`src/rtl/fetch_pkg.sv`:
```
// Shared fetch-sequencer constants: FSM state encoding and address register file selects.
// Also used by the control unit, so the encodings must not change.
package fetch_pkg;

    typedef enum logic [1:0] {
        IDLE  = 2'd0,
        RD_LO = 2'd1,
        RD_HI = 2'd2,
        DONE  = 2'd3
    } fetch_state_e;

    // RegSel enables are active-low: bit2=PC, bit1=AR, bit0=SP.
    localparam logic [2:0] ARF_REGSEL_NONE = 3'b111;
    localparam logic [2:0] ARF_REGSEL_PC   = 3'b011;

    localparam logic [2:0] FUNSEL_INC  = 3'b001;
    localparam logic [2:0] FUNSEL_HOLD = 3'b000;

    function automatic logic is_read_state(input fetch_state_e s);
        return (s == RD_LO) || (s == RD_HI);
    endfunction

endpackage

```
`src/rtl/instruction_fetch_unit.sv`:
```
// Two-byte little-endian instruction fetch with PC post-increment per accepted byte.
// Optional macro FETCH_TIMEOUT_EN adds a per-byte wait-cycle timeout with an Error pulse.
module instruction_fetch_unit
    import fetch_pkg::*;
#(
    parameter int unsigned TIMEOUT_CYCLES = 15
) (
    input  logic        Clock,
    input  logic        Reset,
    input  logic        Start,
    input  logic [15:0] Address,
    input  logic [7:0]  MemData,
    input  logic        MemReady,
    output logic        MemRd,
    output logic [15:0] MemAddr,
    output logic [2:0]  ArfRegSel,
    output logic [2:0]  ArfFunSel,
    output logic [15:0] IROut,
    output logic        IRValid,
    output logic        Busy,
    output logic        Error
);

    if (TIMEOUT_CYCLES < 1 || TIMEOUT_CYCLES > 255) begin : g_bad_timeout
        $error("TIMEOUT_CYCLES must be in 1..255");
    end

    fetch_state_e state_q, state_d;
    logic [15:0]  ir_q, ir_d;
    logic         ir_valid_q, ir_valid_d;
    logic [7:0]   lo_byte_q, lo_byte_d;
    logic         rd_active;
    logic         accept;
    logic         timeout;

`ifdef FETCH_TIMEOUT_EN
    localparam logic [7:0] TimeoutLast = 8'(TIMEOUT_CYCLES - 1);

    logic [7:0] wait_cnt_q, wait_cnt_d;
    logic       error_q, error_d;
`endif

    // Reset masks the memory request and the PC increment in the same cycle.
    assign rd_active = is_read_state(state_q) && !Reset;
    assign accept    = rd_active && MemReady;

    always_comb begin
        timeout = 1'b0;
`ifdef FETCH_TIMEOUT_EN
        // Any non-wait cycle (entry, accepted byte, idle) leaves the counter cleared.
        wait_cnt_d = 8'd0;
        if (rd_active && !MemReady) begin
            if (wait_cnt_q == TimeoutLast) begin
                timeout = 1'b1;
            end else begin
                wait_cnt_d = wait_cnt_q + 8'd1;
            end
        end
        error_d = timeout;
`endif
    end

    always_comb begin
        state_d    = state_q;
        ir_d       = ir_q;
        lo_byte_d  = lo_byte_q;
        ir_valid_d = 1'b0;
        unique case (state_q)
            IDLE: begin
                if (Start) state_d = RD_LO;
            end
            RD_LO: begin
                if (MemReady) begin
                    lo_byte_d = MemData;
                    state_d   = RD_HI;
                end else if (timeout) begin
                    state_d = IDLE;
                end
            end
            RD_HI: begin
                if (MemReady) begin
                    ir_d       = {MemData, lo_byte_q};
                    ir_valid_d = 1'b1;
                    state_d    = DONE;
                end else if (timeout) begin
                    state_d = IDLE;
                end
            end
            DONE: begin
                state_d = IDLE;
            end
            default: begin
                state_d = IDLE;
            end
        endcase
    end

    always_ff @(posedge Clock) begin
        if (Reset) begin
            state_q    <= IDLE;
            ir_q       <= 16'h0000;
            ir_valid_q <= 1'b0;
            lo_byte_q  <= 8'h00;
        end else begin
            state_q    <= state_d;
            ir_q       <= ir_d;
            ir_valid_q <= ir_valid_d;
            lo_byte_q  <= lo_byte_d;
        end
    end

`ifdef FETCH_TIMEOUT_EN
    always_ff @(posedge Clock) begin
        if (Reset) begin
            wait_cnt_q <= 8'd0;
            error_q    <= 1'b0;
        end else begin
            wait_cnt_q <= wait_cnt_d;
            error_q    <= error_d;
        end
    end

    assign Error = error_q;
`else
    assign Error = 1'b0;
`endif

    assign MemRd     = rd_active;
    assign MemAddr   = rd_active ? Address : 16'h0000;
    assign ArfRegSel = accept ? ARF_REGSEL_PC : ARF_REGSEL_NONE;
    assign ArfFunSel = accept ? FUNSEL_INC : FUNSEL_HOLD;
    assign IROut     = ir_q;
    assign IRValid   = ir_valid_q;
    assign Busy      = (state_q != IDLE);

endmodule

```
`config.mk`:
```
export PLATFORM = sky130hd
export DESIGN_NAME = instruction_fetch_unit
export DESIGN_NICKNAME = d
export VERILOG_FILES = /design/src/rtl/fetch_pkg.sv /design/src/rtl/instruction_fetch_unit.sv
export SDC_FILE = /design/constraint.sdc
export NUM_CORES = 1
export LEC_CHECK = 0
export ABC_CLOCK_PERIOD_IN_PS = 1850
export CAP_MARGIN = 30
export CELL_PAD_IN_SITES_DETAIL_PLACEMENT = 1
export CELL_PAD_IN_SITES_GLOBAL_PLACEMENT = 1
export CORE_ASPECT_RATIO = 0.9
export CORE_MARGIN = 3
export CORE_UTILIZATION = 30
export DETAILED_ROUTE_END_ITERATION = 8
export DONT_BUFFER_PORTS = 1
export PLACE_DENSITY_LB_ADDON = 0.1
export SYNTH_ARGS = -nofsm -noshare
export SYNTH_HDL_FRONTEND = slang
export SYNTH_SLANG_ARGS = --single-unit
```
`constraint.sdc`:
```
create_clock -name Clock -period 1.85 [get_ports Clock]
set_input_delay 0.4625 -clock Clock [delete_from_list [all_inputs] [get_ports Clock]]
set_output_delay 0.4625 -clock Clock [all_outputs]
set_load 0.02 [all_outputs]
```
======== After elaboration in Yosys (flattened, before gate mapping) ========
Cells that the tools add are included.
operators by class
  equality and inequality tests ........... 6
  multiplexer cells ....................... 8
  bitwise gates (word level) .............. 1
  reductions and logical operators ........ 10
operators with widths
  cell                                           number
  two-way mux 16 bit                             1
  one-hot mux 2 bit (4 select lines)             1
  two-way mux 2 bit                              3
  != test 2 bit, second input constant           3
  == test 2 bit, second input constant           2
  AND reduction 2 bit                            2
  two-way mux 3 bit                              1
  AND reduction 3 bit                            1
  == test 2 x 1 -> 1 bit, second input constant  1
  logical AND 1 bit                              2
  zero test 2 bit                                1
  two-way mux 1 bit                              2
  nonzero test 2 bit                             1
  OR reduction 2 bit                             1
  zero test 1 bit                                1
  logical OR 1 bit                               1
  NOT 1 bit                                      1
storage, ports and cells
  bits in registers ....................... 27
  input port bits ......................... 28
  output and inout port bits .............. 42
  logic and storage cells ................. 29

======== Logic depth before layout (Yosys ltp) ========
Gate-level depths: netlist (run 1).
  word-level depth ........................ 5
  mapped depth ............................ 8
  depth with buffers taken out ............ 5

======== Worst setup path before layout (run 1) ========
OpenSTA, ideal clock, no wires.
  kind .................................... reg2out
  start ................................... reg state_q[0]
  end ..................................... out ArfFunSel[0]
  data arrival time ....................... 1.478 ns
  required time ........................... 1.387 ns
  setup slack ............................. -0.091 ns
  cell stages (with the launch flop) ...... 9
  path buffers ............................ 3
  cell sequence ........................... dfxtp_1 -> inv_1 -> ha_1 -> nor2b_1 -> buf_2 -> buf_6 -> nand2_1 -> inv_1 -> buf_4
on the way
  longest elaborated chain between the ends .. 5
  elaborated cells on any way between the ends .. 6
  classes of those cells .................. eq/ne (2); mux (1); reduce/logical (3)
RTL lines
  element                                                  RTL line                       source
  from (decl)                                              instruction_fetch_unit.sv:28   fetch_state_e state_q, state_d;
  from (signal assigned)                                   instruction_fetch_unit.sv:105  state_q <= state_d;
  == test 2 x 1 -> 1 bit or == test 2 bit (tied branches)  fetch_pkg.sv:20                return (s == RD_LO) || (s == RD_HI);
  logical OR 1 bit *                                       fetch_pkg.sv:20
  logical AND 1 bit *                                      instruction_fetch_unit.sv:44   assign rd_active = is_read_state(state_q) && !Reset;
  net MemRd                                                instruction_fetch_unit.sv:14   output logic MemRd,
  logical AND 1 bit *                                      instruction_fetch_unit.sv:45   assign accept = rd_active && MemReady;
  net accept                                               instruction_fetch_unit.sv:33   logic accept;
  two-way mux 1 bit *                                      instruction_fetch_unit.sv:131  assign ArfFunSel = accept ? FUNSEL_INC : FUNSEL_HOLD;
  to (decl)                                                instruction_fetch_unit.sv:17   output logic [2:0] ArfFunSel,
The timed path passes the listed nets; every way through them passes the cells marked *.

======== Final worst setup path (run 1) ========
  start ................................... reg state_q[1]
  end ..................................... out ArfRegSel[2]
on the way
  longest elaborated chain between the ends .. 5
  elaborated cells on any way between the ends .. 6
  classes of those cells .................. eq/ne (2); mux (1); reduce/logical (3)
RTL lines
  element                                                  RTL line                       source
  == test 2 x 1 -> 1 bit or == test 2 bit (tied branches)  fetch_pkg.sv:20
  logical OR 1 bit *                                       fetch_pkg.sv:20
  logical AND 1 bit *                                      instruction_fetch_unit.sv:44
  logical AND 1 bit *                                      instruction_fetch_unit.sv:45
  two-way mux 3 bit *                                      instruction_fetch_unit.sv:130  assign ArfRegSel = accept ? ARF_REGSEL_PC : ARF_REGSEL_NONE;
  to (decl)                                                instruction_fetch_unit.sv:16   output logic [2:0] ArfRegSel,
Mark *: on every way between the ends. The rest lies on a longest branch, timed or not.

==> run metrics, run 1 <==
internal power 1.141 mW; Syn Area/Cell roughly 8.2 um2; clock sinks 27; PwrDens roughly 1200 nW/um2; Hold Fails Final Rpt 0; Reg power frac 0.401; Cell variety after synth 19; CP Cell Sequence inv_2 > ha_4 > nor2b_4 > buf_6 > nand2_4 > buf_6; gpl congestion ~0.65; global-route wire length before repair between 4000 and 5000 um; Max Fclk roughly 520 MHz; DR DRC count 0; CP Capture Type output pin; critical path's largest stage delay about 350 ps; CP startpoint state_q[1]; fin nets 195; worst r2r src state_q[1]; Die Footprint about 5100 um2; Post-Place Cells around 200; Cell Area, Synth 1272 um2; HP Class in -> reg; Setup CP Type reg -> out; floorplan die width 74.65 um; CTS Buffer Depth 2; most common library cells after synthesis nand2_1, dfxtp_1, and2_1; Worst EP arrival between 1000 and 1500 ps; Worst Path Required between 1000 and 1500 ps; Net Sw Frac 0.3607; CTS tree yes; synth warn 0; largest net degree at the start of global routing 29; Core ar. roughly 3900 um2; Clk pin slew, worst setup/hold paths 90 ps; drt first pass iters 4; period utilization 1.038; Synth area leader dfxtp_1; initial drt markers 22; gr usage total 0.1278; largest cells by area after synthesis dfxtp_1, nand2_1, and2_1; Worst setup SP type register; Setup Skew approximately 1.3 ps; Final ANT Viol Nets 0; Pwr Total 1.784 mW; min setup slack post-route -69.92 ps; Worst path most repeated cell buf_6; IO Pins 70; RSZ-0062 raised after global routing yes; worst-path fanout max 5; grt ovf 0; hold path start Reset; final setup fails 18; antenna cells 0; run status complete, but fails checks; Die Span Y slightly below 70 um; post-synthesis register bit count 27; root buffer cell clkbuf_8; Final Non-Filler Cells roughly 210; Clock Latency Late Sink between 200 and 300 ps; failing checks negative setup slack; antenna violations before repair 0; Slew Viols, Final 0; vias in the first global route between 1000 and 1500; Yosys top cell area share 0.4248; layout cells sized above 1 0.3354; Net Switching between 600 and 700 uW; via/cell ratio between 4 and 5; power share of the clock group 0.181; Max-Cap Viols 0; leakage 0.5536 nW; asr flop ratio synth 0; WL/cell roughly 16 um; number of flops mapped to enable cells by yosys 0; Post-Route WL around 3300 um; minimum clock period about 1900 ps; number of cell rows 21; H-tree Lvls 1; Vias slightly above 1000; combinational share of power 0.418; dominant synthesized flop cell dfxtp_1; Final HPWL DP between 2000 and 2500 um; post-synthesis sequential area ratio 0.4248; Cells after Synth roughly 160; Num CTS Buffers 3; worst vdd ir about 0.48 mV; buffers added on ports 0; initial core utilization 0.3272; Layout area overhead 16.22%; most numerous cell in the Yosys netlist nand2_1; slowest CP cell dfxtp_2
[per-stage QoR]
step	worst slack [ps]	hold WS, ps	TNS (ps)	area (um2)	util
finish	-69.92	252.0	-1051	1479	0.3803
global route	-151.5	225.5	-2527	1479	0.3803
CTS	-61.95	238.0	-833.3	1468	0.3774
detailed placement	68.94	445.7	0	1289	0.3314
global placement	89.53	442.8	0	1289	0.3314
floorplan	16.09	432.1	0	1291	-
[layout make-up]
class                      instances  area (um2)
inverter                           4       15.01
timing repair buffer              15       135.1
sequential                        27       543.0
fill                             477        2410
tap                               46       57.56
clock buffer                       4       45.04
multi-input combinational        111       683.2
[power groups by stage]
stage               Clock, mW  Combinational [mW]  Sequential [mW]
finish                  0.323               0.747            0.715
global route            0.368               0.814            0.725
CTS                     0.342               0.727            0.715
detailed placement          0               0.529            0.726
global placement            0               0.514            0.725
floorplan                   0               0.474            0.714
[cell usage in the layout, fill, tap and decap left out]
cell / instances
nand2_1: 42
dfxtp_1: 25
and2_4: 16
a21oi_1: 15
a21oi_2: 10
buf_4: 9
nand3_1: 8
buf_6: 6
conb_1: 5
ha_1: 4
inv_2: 3
clkbuf_8: 3
nor2_1: 2
dfxtp_2: 2
nor2b_4: 1
inv_1: 1
nand2_4: 1
o21bai_4: 1
nand2b_1: 1
a311oi_1: 1
and2_1: 1
a211oi_1: 1
a31o_2: 1
ha_4: 1
clkbuf_1: 1
[worst paths after layout]
check / endpoint / slack [ps] / depth (start not counted)
worst min-delay path: IROut[7] / 250 / 1
worst min register to register: lo_byte_q[2] / 460 / 2
worst max-delay path: ArfRegSel[2] / -70 / 6
worst max register to register: state_q[0] / 330 / 7
[kinds of logic after synthesis]
| family | Yosys count | synth area share |
|---|---|---|
| AND/OR/NAND/NOR | 72 | 0.2576 |
| flip-flops | 27 | 0.4248 |
| adder cells (fa/ha/maj) | 5 | 0.04916 |
| AO/OA/AOI/OAI | 29 | 0.1622 |
| buffers and inverters | 20 | 0.1003 |
| other | 2 | 0.005902 |
[what timing repair did]
action / CTS / global route
hold buffers: 0 / 0
setup buffers: 4 / 1
cloned: 3 / 0
hold endpoints to repair: 0 / 0
resized for setup: 48 / 1
pin swaps: 18 / 0
setup endpoints to repair: 19 / 19
[worst max-delay path: cells and delay by family, from the launching register on]
| family | cells | cell delay, ps |
|---|---|---|
| DFF | 1 | 350 |
| and+or+nand+nor | 2 | 260 |
| adders and majority gates | 1 | 250 |
| buffers and inverters | 3 | 330 |
[sequential cells by signal (all words and copies together), names as in the netlist]
| name | flops |
|---|---|
| lo_byte_q | 8 |
| state_q | 2 |
| IROut | 16 |
| IRValid | 1 |
[metal layers]
metal / wire [um] / GRT usage / part of all wire
met1: 1378 / 0.1538 / 0.42
met2: 1599 / 0.2204 / 0.49
met3: 267 / 0.05208 / 0.082
met4: 26 / 0.01333 / 0.0079
met5: 0 / 0 / 0
Power figures use the tool's default switching activity.
==> run 2, diff against run 1 <==
Settings changed: ABC_CLOCK_PERIOD_IN_PS 1850 to 1700.
Clock period 1.85 ns to 1.7 ns, I/O delays scaled along.
==> run metrics, run 2 (synthesis gave the netlist of run 1 again) <==
initial core utilization 0.3272; antenna violations before repair 0; IO Pins 70; RSZ-0062 raised after global routing yes; global-route wire length before repair 5195 um; grt ovf 0; CTS Buffer Depth 2; leakage about 0.54 nW; final core utilization 0.3797; period utilization 1.107; Clk pin slew, worst setup/hold paths around 100 ps; Worst Path Required between 1000 and 1500 ps; Place WS -25.11 ps; max FFs per register 16; Num CTS Buffers 3; final setup TNS -3262 ps; clock sinks 27; Slew Viols, Final 0; fin nets 194; most common cell after layout, fill and taps aside nand2_1; drt first pass iters 4; via/cell ratio between 4 and 5; Worst EP arrival around 1500 ps; buffers added on ports 0; minimum clock period between 1500 and 2000 ps; antenna cells 0; Vias between 1000 and 1500; floorplan die width 74.65 um; GRT busiest layer met2; layout cells sized above 1 0.3438; final setup fails 19; HP Class in -> reg; CTS tree yes; slowest CP cell dfxtp_2; H-tree Lvls 1; number of cell rows 21; hold path start Reset; PwrDens 1326 nW/um2; Setup CP Type reg -> out; Setup Skew around 9.9 ps; run status complete, but fails checks; min setup slack post-route -182.6 ps; Core ar. 3889 um2; crit-path leading delay family simple AND/OR/NAND/NOR gates; Max-Cap Viols 0; gpl congestion 0.6800; Final ANT Viol Nets 0; M3 GR Usage 0.04613; Worst setup SP type register; crit path buf inv count 2; CP Cell Sequence inv_2 > ha_4 > nor2b_4 > buf_6 > and2_4; initial drt markers 50; worst r2r src state_q[1]; Post-CTS Hold Fix Bufs 0; critical path's largest stage delay between 300 and 400 ps; GR Layer Usage met1 0.1708; Final HPWL DP 2389 um; Max Fclk roughly 530 MHz; largest net degree at the start of global routing 29; root buffer cell clkbuf_8; gr usage total 0.1376; failing checks negative setup slack; Hold Fails Final Rpt 0; CP Capture Type output pin; GR Util met2 0.2357; worst-path fanout max 9; flop2flop setup slack 90 ps; most frequent cells in the layout nand2_1, dfxtp_1, and2_4, a21oi_1, buf_4; Post-Route WL around 3400 um; Layout area overhead 16.03%; Die Footprint between 5000 and 6000 um2; CP startpoint state_q[1]; DR DRC count 0; Clock Latency Late Sink 280 ps; worst vdd ir 0.4999 mV; WL/cell 16.47 um; Die Span Y 67.79 um; vias in the first global route 1012
run 2: layout make-up:
| type | instances | area (um2) |
|---|---|---|
| Multi-Input combinational cell | 111 | 693.2 |
| Inverter | 4 | 17.52 |
| Tap cell | 46 | 57.56 |
| Clock inverter | 1 | 7.507 |
| Fill cell | 464 | 2412 |
| Sequential cell | 27 | 543.0 |
| Clock buffer | 3 | 41.29 |
| Timing Repair Buffer | 14 | 116.4 |
run 2: routing by layer:
layer	up-vias	wire length, um	part of all wire
met5	-	0	0
met3	2	228	0.067
met2	43	1664	0.49
met4	0	13	0.0038
li1	493	-	-
met1	487	1486	0.44
run 2: power breakdown:
part / total, mW / internal [mW] / leakage, nW / switching [mW]
clock network: 0.377 / 0.167 / 0.0217 / 0.211
logic: 0.806 / 0.353 / 0.300 / 0.453
registers: 0.775 / 0.704 / 0.219 / 0.0705
run 2: final timing paths:
kind,depth (start not counted),to
worst max register to register,7,state_q[0]
worst max-delay path,5,MemAddr[7]
worst min-delay path,1,IROut[13]
worst min register to register,2,IROut[0]
run 2: worst reg2reg max path, stage by stage, from the launching register on:
cell,delay (ps)
dfxtp_2,350
inv_2,50
buf_4,120
buf_4,130
ha_1,270
o21bai_4,210
a21oi_1,100
a311oi_1,290
run 2: repair_timing:
action / in CTS / in global routing
buffers inserted: 2 / 3
endpoints found under the setup margin: 19 / 19
gates resized for setup: 33 / 1
gates cloned: 2 / 0
pin swaps: 1 / 4
run 2: per-stage QoR:
stage                     cell area [um2]  std cells  hold WS (ps)  power [mW]
after floorplan                      1316        158         432.1       1.320
after global placement               1310        195         439.6       1.384
after detailed placement             1310        195         446.6       1.410
after CTS                            1451        203         189.5       1.939
after global routing                 1476        206         179.1       2.081
final                                1476        206         204.0       1.958
==> run 3, diff against run 2 <==
Settings changed: CORE_UTILIZATION 30 to 38.
==> run metrics, run 3 (synthesis gave the netlist of run 1 again) <==
initial drt markers 28; Slew Viols, Final 0; Core ar. around 3100 um2; min setup slack post-route -236.2 ps; floorplan die width roughly 67 um; final setup TNS -3518 ps; Vias slightly above 1000; RSZ-0062 raised after global routing yes; WL/cell 16.14 um; Worst EP arrival 1510 ps; root buffer cell clkbuf_8; final core utilization 0.4868; Worst Path Required 1270 ps; Max Fclk approximately 520 MHz; CP startpoint state_q[1]; Post-Route WL roughly 3300 um; clock sinks 27; buffers added on ports 0; most common cell after layout, fill and taps aside nand2_1; hold path start Reset; minimum clock period 1936 ps; sequential cell area 543.0 um2; failing checks negative setup slack; Layout area overhead 20.06%; Setup CP Type reg -> out; drt first pass iters 4; Final Non-Filler Cells 203; Place WS -22.30 ps; period utilization 1.139; Worst setup SP type register; CP Capture Type output pin; Clock Latency Late Sink 270 ps; Hold Fails Final Rpt 0; CP Cell Sequence inv_2 > ha_4 > nor2b_4 > buf_6 > buf_12 > nand2_8 > buf_6; Setup Skew approximately 1.3 ps; IO Pins 70; via/cell ratio approximately 5; flop2flop setup slack approximately 90 ps; Pwr Total 2.052 mW; leakage around 0.56 nW; most frequent cells in the layout nand2_1, dfxtp_1, and2_4, a21oi_1, a21oi_2; worst-path fanout max 5; initial core utilization 0.4055; gpl congestion between 0.6 and 0.7; Final ANT Viol Nets 0; DR DRC count 0; Post-CTS Hold Fix Bufs 0; layout cells sized above 1 0.3602; PwrDens around 1300 nW/um2; CTS Buffer Depth 2; critical path's largest stage delay 350 ps; antenna cells 0; Clk pin slew, worst setup/hold paths 90 ps; grt ovf 0; worst r2r src state_q[0]; Num CTS Buffers 3; Die Footprint around 4100 um2; Die Span Y about 60 um; global-route wire length before repair a little over 5000 um; Max-Cap Viols 0; fill cell count between 300 and 400; max FFs per register 16; number of cell rows 19; run status complete, but fails checks; worst vdd ir 0.5003 mV; H-tree Lvls 1; antenna violations before repair 0; Worst path most repeated cell buf_6; vias in the first global route just over 1000; multi-input logic area ~700 um2; Final HPWL DP roughly 2300 um; HP Class in -> reg; gr usage total 0.1631; CTS tree yes; slowest CP cell dfxtp_2; largest net degree at the start of global routing 29; final setup fails 19; Post-Place Cells 193; fin nets 195
-- run 3: cell count changes in the layout (fill, tap and decap cells not counted) --
cell	delta
a21oi_1	-2
buf_4	-2
a21oi_2	+2
and2_4	+1
buf_8	+1
buf_16	+1
buf_12	+1
and2_2	-1
-- run 3: final cells by class --
class | count | area share
Clock buffer | 3 | 0.02703
Clock inverter | 1 | 0.004914
Inverter | 4 | 0.01147
Multi-Input combinational cell | 111 | 0.4595
Sequential cell | 27 | 0.3554
Tap cell | 42 | 0.03440
Timing Repair Buffer | 15 | 0.1073
-- run 3: per-stage QoR --
step / hold slack, ps / area [um2]
2_1_floorplan: 432.1 / 1316
3_3_place_gp: 437.6 / 1333
3_5_place_dp: 443.1 / 1333
4_1_cts: 193.2 / 1528
5_1_grt: 176.8 / 1528
6_report: 197.6 / 1528
-- run 3: per-layer routing --
metal  vias up  track usage  wire [um]
met5         -            0          0
met4         0      0.05202         62
met3         8      0.06111        307
met2        49       0.2698       1548
met1       481       0.1978       1357
li1        496            -          -
-- run 3: critical path, delay by kind of cell (launching register included) --
kind                       cells  cell delay [ps]
and+or+nand+nor                2              200
buffers and inverters          4              410
DFF                            1              350
adders and majority gates      1              260
-- run 3: where the power goes --
part           internal, mW  switching [mW]
registers             0.704          0.0704
logic                 0.435           0.471
clock network         0.166           0.205
total                  1.31           0.746
-- run 3: path summary, 6_finish.rpt --
check	end	cells after the start
worst min register to register	lo_byte_q[2]	2
worst max register to register	state_q[0]	8
worst max-delay path	ArfRegSel[2]	7
worst min-delay path	IROut[13]	1
-- run 3: timing repair --
| item | 4_1_cts | 5_1_grt |
|---|---|---|
| pin swaps | 14 | 7 |
| gates resized for setup | 33 | 6 |
| gates cloned | 2 | 0 |
| endpoints found under the setup margin | 19 | 19 |
| setup buffers | 4 | 1 |
| hold endpoints to repair | 0 | 0 |
